$ cat src/rtl/ram_burst_reader.sv
`default_nettype none
// +--------------------------------------------------------------------------+
// | Module      : ram_burst_reader                                           |
// | Description : Read-side consumer for the dual-clock width-converting     |
// |               RAM. On a start command it fetches a run of consecutive    |
// |               words (wrapping modulo DEPTH) from the RAM read port and   |
// |               streams them out as a valid/ready stream with last-beat    |
// |               marking. A 2-entry prefetch buffer hides the RAM's 1-cycle |
// |               registered read latency so one beat per cycle is sustained.|
// | Ports       : clk, rst_n          - RAM read clock, async active-low rst |
// |               start, base_addr,   - command strobe, first address and    |
// |               len                   word count (0..DEPTH)                |
// |               busy, done          - run in progress / completion pulse   |
// |               ram_rd_addr,        - RAM read address / registered data   |
// |               ram_rd_data                                                |
// |               m_valid, m_ready,   - output stream handshake, payload     |
// |               m_data, m_last        and final-beat marker                |
// | Revision    : 1.0 - initial release                                      |
// +--------------------------------------------------------------------------+
module ram_burst_reader #(
    parameter  int WIDTH = 16,
    parameter  int DEPTH = 64,
    localparam int AW    = $clog2(DEPTH)
) (
    input  logic             clk,
    input  logic             rst_n,
    input  logic             start,
    input  logic [AW-1:0]    base_addr,
    input  logic [AW:0]      len,
    output logic             busy,
    output logic             done,
    output logic [AW-1:0]    ram_rd_addr,
    input  logic [WIDTH-1:0] ram_rd_data,
    output logic             m_valid,
    input  logic             m_ready,
    output logic [WIDTH-1:0] m_data,
    output logic             m_last
);

    localparam logic [1:0]    c_S_IDLE   = 2'd0;
    localparam logic [1:0]    c_S_RUN    = 2'd1;
    localparam logic [1:0]    c_S_DONE   = 2'd2;

    localparam logic [AW-1:0] c_ADDR_ONE = {{(AW-1){1'b0}}, 1'b1};
    localparam logic [AW:0]   c_LEN_ZERO = '0;
    localparam logic [AW:0]   c_LEN_ONE  = {{AW{1'b0}}, 1'b1};

    logic [1:0]       r_state;
    logic [AW-1:0]    r_addr;
    logic [AW:0]      r_issue_left;   // reads still to be issued
    logic [AW:0]      r_out_left;     // beats still to be handshaken
    logic             r_inflight;     // a read was issued last cycle
    logic [1:0]       r_buf_cnt;
    logic [WIDTH-1:0] r_head;         // buffer head doubles as m_data
    logic [WIDTH-1:0] r_tail;

    logic             w_pop;
    logic             w_push;
    logic             w_issue;
    logic             w_accept;
    logic [2:0]       w_occ;

    assign w_pop    = m_valid & m_ready;
    assign w_push   = r_inflight;
    assign w_accept = (r_state == c_S_IDLE) && start && (len != c_LEN_ZERO);

    // Occupancy the buffer will have once the pending read lands and this
    // cycle's pop retires. A new read is only allowed if it still fits,
    // which is what makes overflow impossible. pop implies buf_cnt >= 1,
    // so the subtraction cannot underflow.
    assign w_occ   = {1'b0, r_buf_cnt} + {2'b00, r_inflight} - {2'b00, w_pop};
    assign w_issue = (r_state == c_S_RUN) && (r_issue_left != c_LEN_ZERO)
                     && (w_occ < 3'd2);

    assign ram_rd_addr = r_addr;
    assign m_data      = r_head;
    assign m_valid     = (r_buf_cnt != 2'd0);
    assign m_last      = m_valid && (r_out_left == c_LEN_ONE);
    assign busy        = (r_state == c_S_RUN);
    assign done        = (r_state == c_S_DONE);

    // Control FSM
    always_ff @(posedge clk or negedge rst_n) begin
        if (!rst_n) begin
            r_state <= c_S_IDLE;
        end else begin
            case (r_state)
                c_S_IDLE: begin
                    if (start) begin
                        // A zero-length run completes without touching the RAM.
                        r_state <= (len == c_LEN_ZERO) ? c_S_DONE : c_S_RUN;
                    end
                end
                c_S_RUN: begin
                    if (w_pop && m_last) begin
                        r_state <= c_S_DONE;
                    end
                end
                c_S_DONE: begin
                    r_state <= c_S_IDLE;
                end
                default: begin
                    r_state <= c_S_IDLE;
                end
            endcase
        end
    end

    // Read address and run counters
    always_ff @(posedge clk or negedge rst_n) begin
        if (!rst_n) begin
            r_addr       <= '0;
            r_issue_left <= '0;
            r_out_left   <= '0;
            r_inflight   <= 1'b0;
        end else begin
            r_inflight <= w_issue;
            if (w_accept) begin
                r_addr       <= base_addr;
                r_issue_left <= len;
                r_out_left   <= len;
            end else begin
                if (w_issue) begin
                    // AW-bit addition wraps DEPTH-1 back to 0.
                    r_addr       <= r_addr + c_ADDR_ONE;
                    r_issue_left <= r_issue_left - c_LEN_ONE;
                end
                if (w_pop) begin
                    r_out_left <= r_out_left - c_LEN_ONE;
                end
            end
        end
    end

    // Two-entry prefetch buffer. The head register is the stream payload,
    // so it only changes on a pop or when the buffer is empty, which keeps
    // m_data stable through backpressure.
    always_ff @(posedge clk or negedge rst_n) begin
        if (!rst_n) begin
            r_buf_cnt <= 2'd0;
            r_head    <= '0;
            r_tail    <= '0;
        end else begin
            case ({w_push, w_pop})
                2'b10: begin
                    if (r_buf_cnt == 2'd0) begin
                        r_head <= ram_rd_data;
                    end else begin
                        r_tail <= ram_rd_data;
                    end
                    r_buf_cnt <= r_buf_cnt + 2'd1;
                end
                2'b01: begin
                    if (r_buf_cnt == 2'd2) begin
                        r_head <= r_tail;
                    end
                    r_buf_cnt <= r_buf_cnt - 2'd1;
                end
                2'b11: begin
                    if (r_buf_cnt == 2'd1) begin
                        r_head <= ram_rd_data;
                    end else begin
                        r_head <= r_tail;
                        r_tail <= ram_rd_data;
                    end
                end
                default: begin
                    r_buf_cnt <= r_buf_cnt;
                end
            endcase
        end
    end

endmodule
`default_nettype wire
$ cat config.mk
export PLATFORM = sky130hd
export DESIGN_NAME = ram_burst_reader
export DESIGN_NICKNAME = d
export VERILOG_FILES = /design/src/rtl/ram_burst_reader.sv
export SDC_FILE = /design/constraint.sdc
export NUM_CORES = 1
export LEC_CHECK = 0
export BUFFER_PORTS_ARGS = -buffer_cell sky130_fd_sc_hd__buf_2
export CORE_UTILIZATION = 38
export CTS_BUF_LIST = sky130_fd_sc_hd__clkbuf_8
export CTS_CLUSTER_DIAMETER = 80
export DETAILED_ROUTE_END_ITERATION = 12
export HOLD_SLACK_MARGIN = 0.12
export SLEW_MARGIN = 20
export SYNTH_ARGS = -nofsm -noshare
export SYNTH_HDL_FRONTEND = slang
export SYNTH_SLANG_ARGS = --single-unit
$ cat constraint.sdc
create_clock -name clk -period 3.45 [get_ports clk]
set_input_delay 0.1725 -clock clk [delete_from_list [all_inputs] [get_ports clk]]
set_output_delay 0.1725 -clock clk [all_outputs]
set_load 0.05 [all_outputs]
==> results.json, run 1 <==
{
  "outcome": "finished, final reports clean",
  "drc_errors": 0,
  "drt-wirelength-per-cell_um": 13.6,
  "synth.distinct_cells": 48,
  "ys_seq_area_share_pct": 50.6,
  "timing.final.crit_share_pct": 88.5,
  "async_flop_share_pct": 100,
  "clkPwrFrac_pct": 19.9,
  "ir_drop_mv": 0.438,
  "drive_above_1_share_pct": 29.6,
  "port_buffers": 58,
  "yosys_warnings": 0,
  "avgSynthCellArea_sq_um": 10.8,
  "yosys.area_share.simple_pct": 14.5,
  "synth_area_sq_um": 2820,
  "muxShareOfSynthArea_pct": 12.1,
  "clock-sinks": 57,
  "ios": 59,
  "syn_to_final_growth_pct": 32.5,
  "row_count": 31,
  "slew_viol_final": 0,
  "postSynthCellCount": 261,
  "yosysMostFrequentCell": "dfrtp_1",
  "h-tree-depth": 3,
  "synthTopCellsByCount": "dfrtp_1, nand2_1, o21ai_0",
  "antenna_found_initial": 0,
  "ys_ff_latch": 57,
  "synth-edff-count": 0,
  "chipWidth_um": 88.1,
  "cts_root_buffer": "clkbuf_8",
  "grt_max_degree": 43,
  "yosys.area.top_type": "dfrtp_1",
  "post-place-ws_ns": 0.256,
  "post_cts_buffers": 0,
  "clock_skew_ns": 0.00649,
  "crit_slowest_cell": "dfrtp_1",
  "synth_compound_area_share_pct": 12.3,
  "power_leakage_nw": 1.73,
  "cts_tree": "yes",
  "insertion_delay_ns": 0.34,
  "swShare_pct": 43.6,
  "final_antenna_net_count": 0,
  "grtUsageMet2_pct": 28.8,
  "p_per_area_nw_per_um2": 1030,
  "finalSetupViolCount": 0,
  "syn_nets": 302,
  "synth_top_area_share_pct": 50.6,
  "comb_power_share_pct": 47.9,
  "track_usage_pct": 17.5,
  "max_freq_ghz": 0.328,
  "grt_pass1_wl_um": 10300,
  "core_sq_um": 7210,
  "worst_setup_path_start_kind": "register",
  "vias": 2240,
  "tns_ns": 0,
  "busiest_layer": "met2",
  "layout_setup_ws_ns": 0.398,
  "use_met1_pct": 21.8,
  "nets": 391,
  "gr-total-overflow": 0,
  "rsz0062_at_grt": "no",
  "cp.required_ns": 3.67,
  "synth_top_family_by_area": "simple AND/OR/NAND/NOR gates",
  "start_util_pct": 39.1,
  "drt_iter0_markers": 105,
  "ys_top_cells_by_area": "dfrtp_1, mux2_2, mux2i_1, o21ai_0, nand2_1",
  "fin_crit_ns": 3.05,
  "worst_pin_slew_ns": 0.975,
  "antenna-diode-count": 0,
  "clkSlewWorstSetupHoldPaths_ns": 0.07,
  "cp_common_cell": "o21ai_0",
  "fill_cells": 670,
  "endpoint_kind": "register",
  "wirelength_um": 6190,
  "finish.utilization_pct": 51.8,
  "routabilityCongestion": 0.797,
  "use_met3_pct": 6.13,
  "dp_hpwl_um": 4210,
  "yosys_most_used_dff": "dfrtp_1",
  "maxCapViolCount": 0,
  "relSlewSlack_pct": 34.9,
  "p_seq_share_pct": 32.1,
  "power_switching_mw": 1.68,
  "dr.pass1.iters": 5,
  "synth_xor_area_share_pct": 3.42,
  "grt_pass1_vias": 2213,
  "critPathMaxStageDelay_ns": 0.47,
  "hp-class": "primary input to register",
  "cts_made_buffers": 9,
  "worstPathCellList": "inv_1 > ha_1 > nand2b_1 > nor2_2 > o21ai_0 > fa_1 > xnor2_1 > nand3_2 > o21ai_4 > o21ai_0 > a221o_1",
  "synthAdderAreaFrac_pct": 3.82,
  "vias_per_cell": 4.93,
  "arrival_ns": 3.27,
  "die_h_um": 88.1,
  "path_class": "register to register",
  "hold_viol": 0,
  "die_area_sq_um": 7760,
  "cts_buffer_depth": 2,
  "path_max_fanout": 8,
  "p_int_mw": 2.18
}
## area by class of cell
type / count / area (sq um) / area share (%)
flip-flops and latches: 57 / 1430 / 38.2
multi-input cells: 183 / 1320 / 35.2
repair buffers: 88 / 583 / 15.6
clock buffers: 10 / 138 / 3.69
well taps: 99 / 124 / 3.32
clock inverters: 6 / 106 / 2.85
inverters: 11 / 41.3 / 1.11
## worst max-delay path: cells and delay by family, from the launching register on
kind	cells	cell delay, ns
simple gates	3	0.69
fa+ha+maj	2	0.66
compound gates	4	0.82
flops	1	0.47
buf+inv	1	0.10
xor+xnor	1	0.19
## logic make-up (layout without fill, tap and decap cells)
| kind of cell | count (synthesis) | in the layout |
|---|---|---|
| AND/OR/NAND/NOR | 76 | 76 |
| flip-flops | 57 | 57 |
| AO/OA/AOI/OAI | 56 | 56 |
| multiplexers | 32 | 32 |
| buffers and inverters | 21 | 115 |
| XOR/XNOR | 11 | 11 |
| adder cells (fa/ha/maj) | 8 | 8 |
## final timing paths
path / from / to / slack [ns] / depth (start not counted)
worst max register to register: r_buf_cnt[1]$_DFFE_PN0P_ / r_issue_left[3]$_DFFE_PN0P_ / 0.40 / 11
worst min register to register: m_data[2]$_DFFE_PN0P_ / m_data[2]$_DFFE_PN0P_ / 0.47 / 2
max in group asynchronous: rst_n / r_issue_left[2]$_DFFE_PN0P_ / 2.13 / 3
worst max-delay path: r_buf_cnt[1]$_DFFE_PN0P_ / r_issue_left[3]$_DFFE_PN0P_ / 0.40 / 11
min in group asynchronous: rst_n / r_tail[2]$_DFFE_PN0P_ / 0.53 / 2
worst min-delay path: base_addr[2] / ram_rd_addr[2]$_DFFE_PN0P_ / 0.14 / 3
## registers in the layout, summed over array words and instances, names as in the netlist
signal	flops
ram_rd_addr	6
r_state	2
m_data	16
r_buf_cnt	2
r_out_left	7
r_inflight	1
r_issue_left	7
r_tail	16
## power groups by stage
stage | logic, mW | clock network, mW | registers, mW
2_1_floorplan | 1.04 | 0 | 1.62
3_3_place_gp | 1.77 | 0 | 1.23
3_5_place_dp | 1.81 | 0 | 1.25
4_1_cts | 1.84 | 0.788 | 1.24
5_1_grt | 2.04 | 0.820 | 1.29
6_report | 1.85 | 0.768 | 1.24
## metrics by stage
step           hold WS, ns  instance area, sq um  instances  total power [mW]
6_report             0.139                  3730        454              3.85
5_1_grt              0.140                  3730        454              4.15
4_1_cts              0.123                  3720        454              3.87
3_5_place_dp         0.384                  3210        411              3.06
3_3_place_gp         0.376                  3210        411              3.00
2_1_floorplan       -0.123                  2820        261              2.66
## cell usage in the layout (no fill, tap or decap), types with 3 or more instances in the layout
cell	count
a21oi_1	8
a221o_1	3
buf_2	58
buf_4	3
bufinv_16	3
clkbuf_8	10
dfrtp_1	57
dlygate4sd3_1	27
ha_1	7
inv_1	11
mux2_2	16
mux2i_1	16
nand2_1	32
nor2_1	10
nor2b_1	4
nor3_1	6
o21ai_0	31
xnor2_1	9
## per-layer routing
| metal | vias to the layer above | routed length, um |
|---|---|---|
| li1 | 1100 | - |
| met2 | 58 | 2950 |
| met5 | - | 0 |
| met3 | 6 | 287 |
| met4 | 0 | 42 |
| met1 | 1076 | 2910 |
## what timing repair did
item | in CTS | in global routing
endpoints found under the hold margin | 69 | 0
gates resized for setup | 0 | 3
hold buffers | 27 | 0
setup endpoints to repair | 0 | 10
Power figures use the tool's default switching activity.
==> inputs of run 2 (changes only) <==
==> config.mk (replaced) <==
export PLATFORM = sky130hd
export DESIGN_NAME = ram_burst_reader
export DESIGN_NICKNAME = d
export VERILOG_FILES = /design/src/rtl/ram_burst_reader.sv
export SDC_FILE = /design/constraint.sdc
export NUM_CORES = 1
export LEC_CHECK = 0
export CORE_UTILIZATION = 38
export CTS_BUF_LIST = sky130_fd_sc_hd__clkbuf_8
export CTS_CLUSTER_DIAMETER = 80
export DETAILED_ROUTE_END_ITERATION = 12
export DONT_BUFFER_PORTS = 1
export HOLD_SLACK_MARGIN = 0.12
export PLACE_DENSITY = 0.56
export SYNTH_ARGS = -nofsm -noshare
export SYNTH_HDL_FRONTEND = slang
export SYNTH_SLANG_ARGS = --single-unit
==> results.json, run 2 (synthesized netlist as in run 1, its figures left out) <==
{
  "chipWidth_um": 88.1,
  "clkPwrFrac_pct": 17.8,
  "fin_crit_ns": 3.07,
  "post_cts_buffers": 0,
  "finalSetupViolCount": 0,
  "reg2reg_to": "r_issue_left[4]$_DFFE_PN0P_",
  "rsz0062_at_grt": "no",
  "outcome": "finished, final reports clean",
  "use_met1_pct": 19.4,
  "ir_drop_mv": 0.448,
  "r2r_slack_ns": 0.38,
  "p_per_area_nw_per_um2": 1030,
  "antenna-diode-count": 0,
  "finalPower_mw": 3.58,
  "grtUsageMet2_pct": 28.0,
  "antenna_found_initial": 0,
  "path_buf_inv": 1,
  "final_antenna_net_count": 0,
  "grt_pass1_wl_um": 9510,
  "p_int_mw": 1.93,
  "worst_setup_path_start_kind": "register",
  "crit_slowest_cell": "dfrtp_1",
  "cts_tree": "yes",
  "p_seq_share_pct": 46.8,
  "drive_above_1_share_pct": 16.5,
  "worst_pin_slew_ns": 1.10,
  "relSlewSlack_pct": 26.7,
  "gr-total-overflow": 0,
  "hp-class": "primary input to register",
  "clock_skew_ns": 0.00733,
  "slew_viol_final": 0,
  "mostFrequentLayoutCell": "dfrtp_1",
  "cts_root_buffer": "clkbuf_8",
  "busiest_layer": "met2",
  "drt-wirelength-per-cell_um": 14.7,
  "min_from": "len[0]",
  "wirelength_um": 5930,
  "r2r-start": "r_buf_cnt[1]$_DFFE_PN0P_",
  "dr.pass1.iters": 4,
  "grt_pass1_vias": 2015,
  "comb_power_share_pct": 35.4,
  "critPathTopFamily": "simple AND/OR/NAND/NOR gates",
  "die_h_um": 88.1,
  "worstPathCellList": "inv_1 > ha_1 > nand2b_1 > nor2_2 > o21ai_0 > fa_1 > xnor2_1 > nand3_2 > or2_4 > o311ai_0",
  "placed_area_sq_um": 2920,
  "fin_area_sq_um": 3490,
  "hold_depth": 2,
  "max_freq_ghz": 0.326,
  "cp.required_ns": 3.65,
  "final_cell_mix": "dfrtp_1, nand2_1, dlygate4sd3_1",
  "grt_max_degree": 58,
  "clkSlewWorstSetupHoldPaths_ns": 0.07,
  "hold_end": "r_state[0]$_DFFE_PN0P_",
  "path_max_fanout": 12,
  "r2r_cells": 10,
  "power_switching_mw": 1.65,
  "routabilityCongestion": 0.808,
  "ios": 59,
  "drt_iter0_markers": 56,
  "endpoint_kind": "register",
  "swShare_pct": 46.2,
  "power_leakage_nw": 1.49,
  "row_count": 31,
  "tns_ns": 0,
  "vias_per_cell": 5.13,
  "h-tree-depth": 3,
  "drc_errors": 0,
  "core_sq_um": 7210,
  "critPathMaxStageDelay_ns": 0.47,
  "cts_buffer_depth": 2,
  "die_area_sq_um": 7760,
  "maxCapViolCount": 0,
  "cts_made_buffers": 9,
  "fill_cells": 684,
  "use_met3_pct": 5.09,
  "track_usage_pct": 16.3,
  "arrival_ns": 3.27,
  "start_util_pct": 39.1,
  "syn_to_final_growth_pct": 23.8,
  "insertion_delay_ns": 0.33,
  "timing.final.crit_share_pct": 89.0,
  "path_class": "register to register",
  "dp_hpwl_um": 3880,
  "port_buffers": 0,
  "hold_viol": 0,
  "clock-sinks": 57,
  "vias": 2063,
  "nets": 339
}
run 2: changes by cell type in the layout (fill, tap and decap cells not counted), sizes merged:
cell         before  now
clkinvlp          1    3
dlygate4sd3      27   32
buf              61    4
bufinv            3    1
run 2: how the worst max path moves through the flow:
stage,cells after the start,to,slack [ns],from
2_1_floorplan,5,r_state[1]$_DFFE_PN0P_,0.32,r_out_left[4]$_DFFE_PN0P_
3_3_place_gp,11,r_issue_left[3]$_DFFE_PN0P_,0.35,r_buf_cnt[1]$_DFFE_PN0P_
3_5_place_dp,11,r_issue_left[3]$_DFFE_PN0P_,0.21,r_buf_cnt[1]$_DFFE_PN0P_
4_1_cts,11,r_issue_left[3]$_DFFE_PN0P_,0.19,r_buf_cnt[1]$_DFFE_PN0P_
5_1_grt,10,r_issue_left[4]$_DFFE_PN0P_,0.08,r_buf_cnt[1]$_DFFE_PN0P_
6_report,10,r_issue_left[4]$_DFFE_PN0P_,0.38,r_buf_cnt[1]$_DFFE_PN0P_
run 2: layout make-up:
type	count	area, sq um	area share [%]
inverters	11	41.3	1.18
clock inverters	6	66.3	1.90
well taps	99	124	3.55
repair buffers	36	370	10.6
multi-input cells	183	1320	37.9
flip-flops and latches	57	1430	40.9
clock buffers	10	138	3.95
run 2: metal layers:
| layer | vias up | part of all wire (%) |
|---|---|---|
| met3 | 7 | 5.3 |
| met1 | 1004 | 45 |
| met4 | 0 | 0.94 |
| met5 | - | 0 |
| met2 | 55 | 49 |
| li1 | 997 | - |
run 2: repair_timing:
action / 4_1_cts / 5_1_grt
gates resized for setup: 0 / 3
endpoints found under the hold margin: 110 / 0
hold buffers: 33 / 0
endpoints found under the setup margin: 0 / 7
run 2: power by group through the flow:
stage	logic [mW]	clock network (mW)	registers, mW
3_5_place_dp	1.20	0	1.69
6_report	1.27	0.636	1.68
3_3_place_gp	1.17	0	1.68
2_1_floorplan	1.04	0	1.62
5_1_grt	1.43	0.688	1.73
4_1_cts	1.26	0.657	1.67
run 2: per-stage QoR:
| step | hold WS, ns | cells | util [%] | setup WS [ns] |
|---|---|---|---|---|
| 5_1_grt | 0.171 | 402 | 48.4 | 0.0835 |
| 2_1_floorplan | -0.123 | 261 | - | 0.317 |
| 3_3_place_gp | -0.122 | 353 | 40.5 | 0.349 |
| 4_1_cts | 0.136 | 402 | 48.1 | 0.192 |
| 3_5_place_dp | -0.122 | 353 | 40.5 | 0.211 |
| 6_report | 0.157 | 402 | 48.4 | 0.379 |
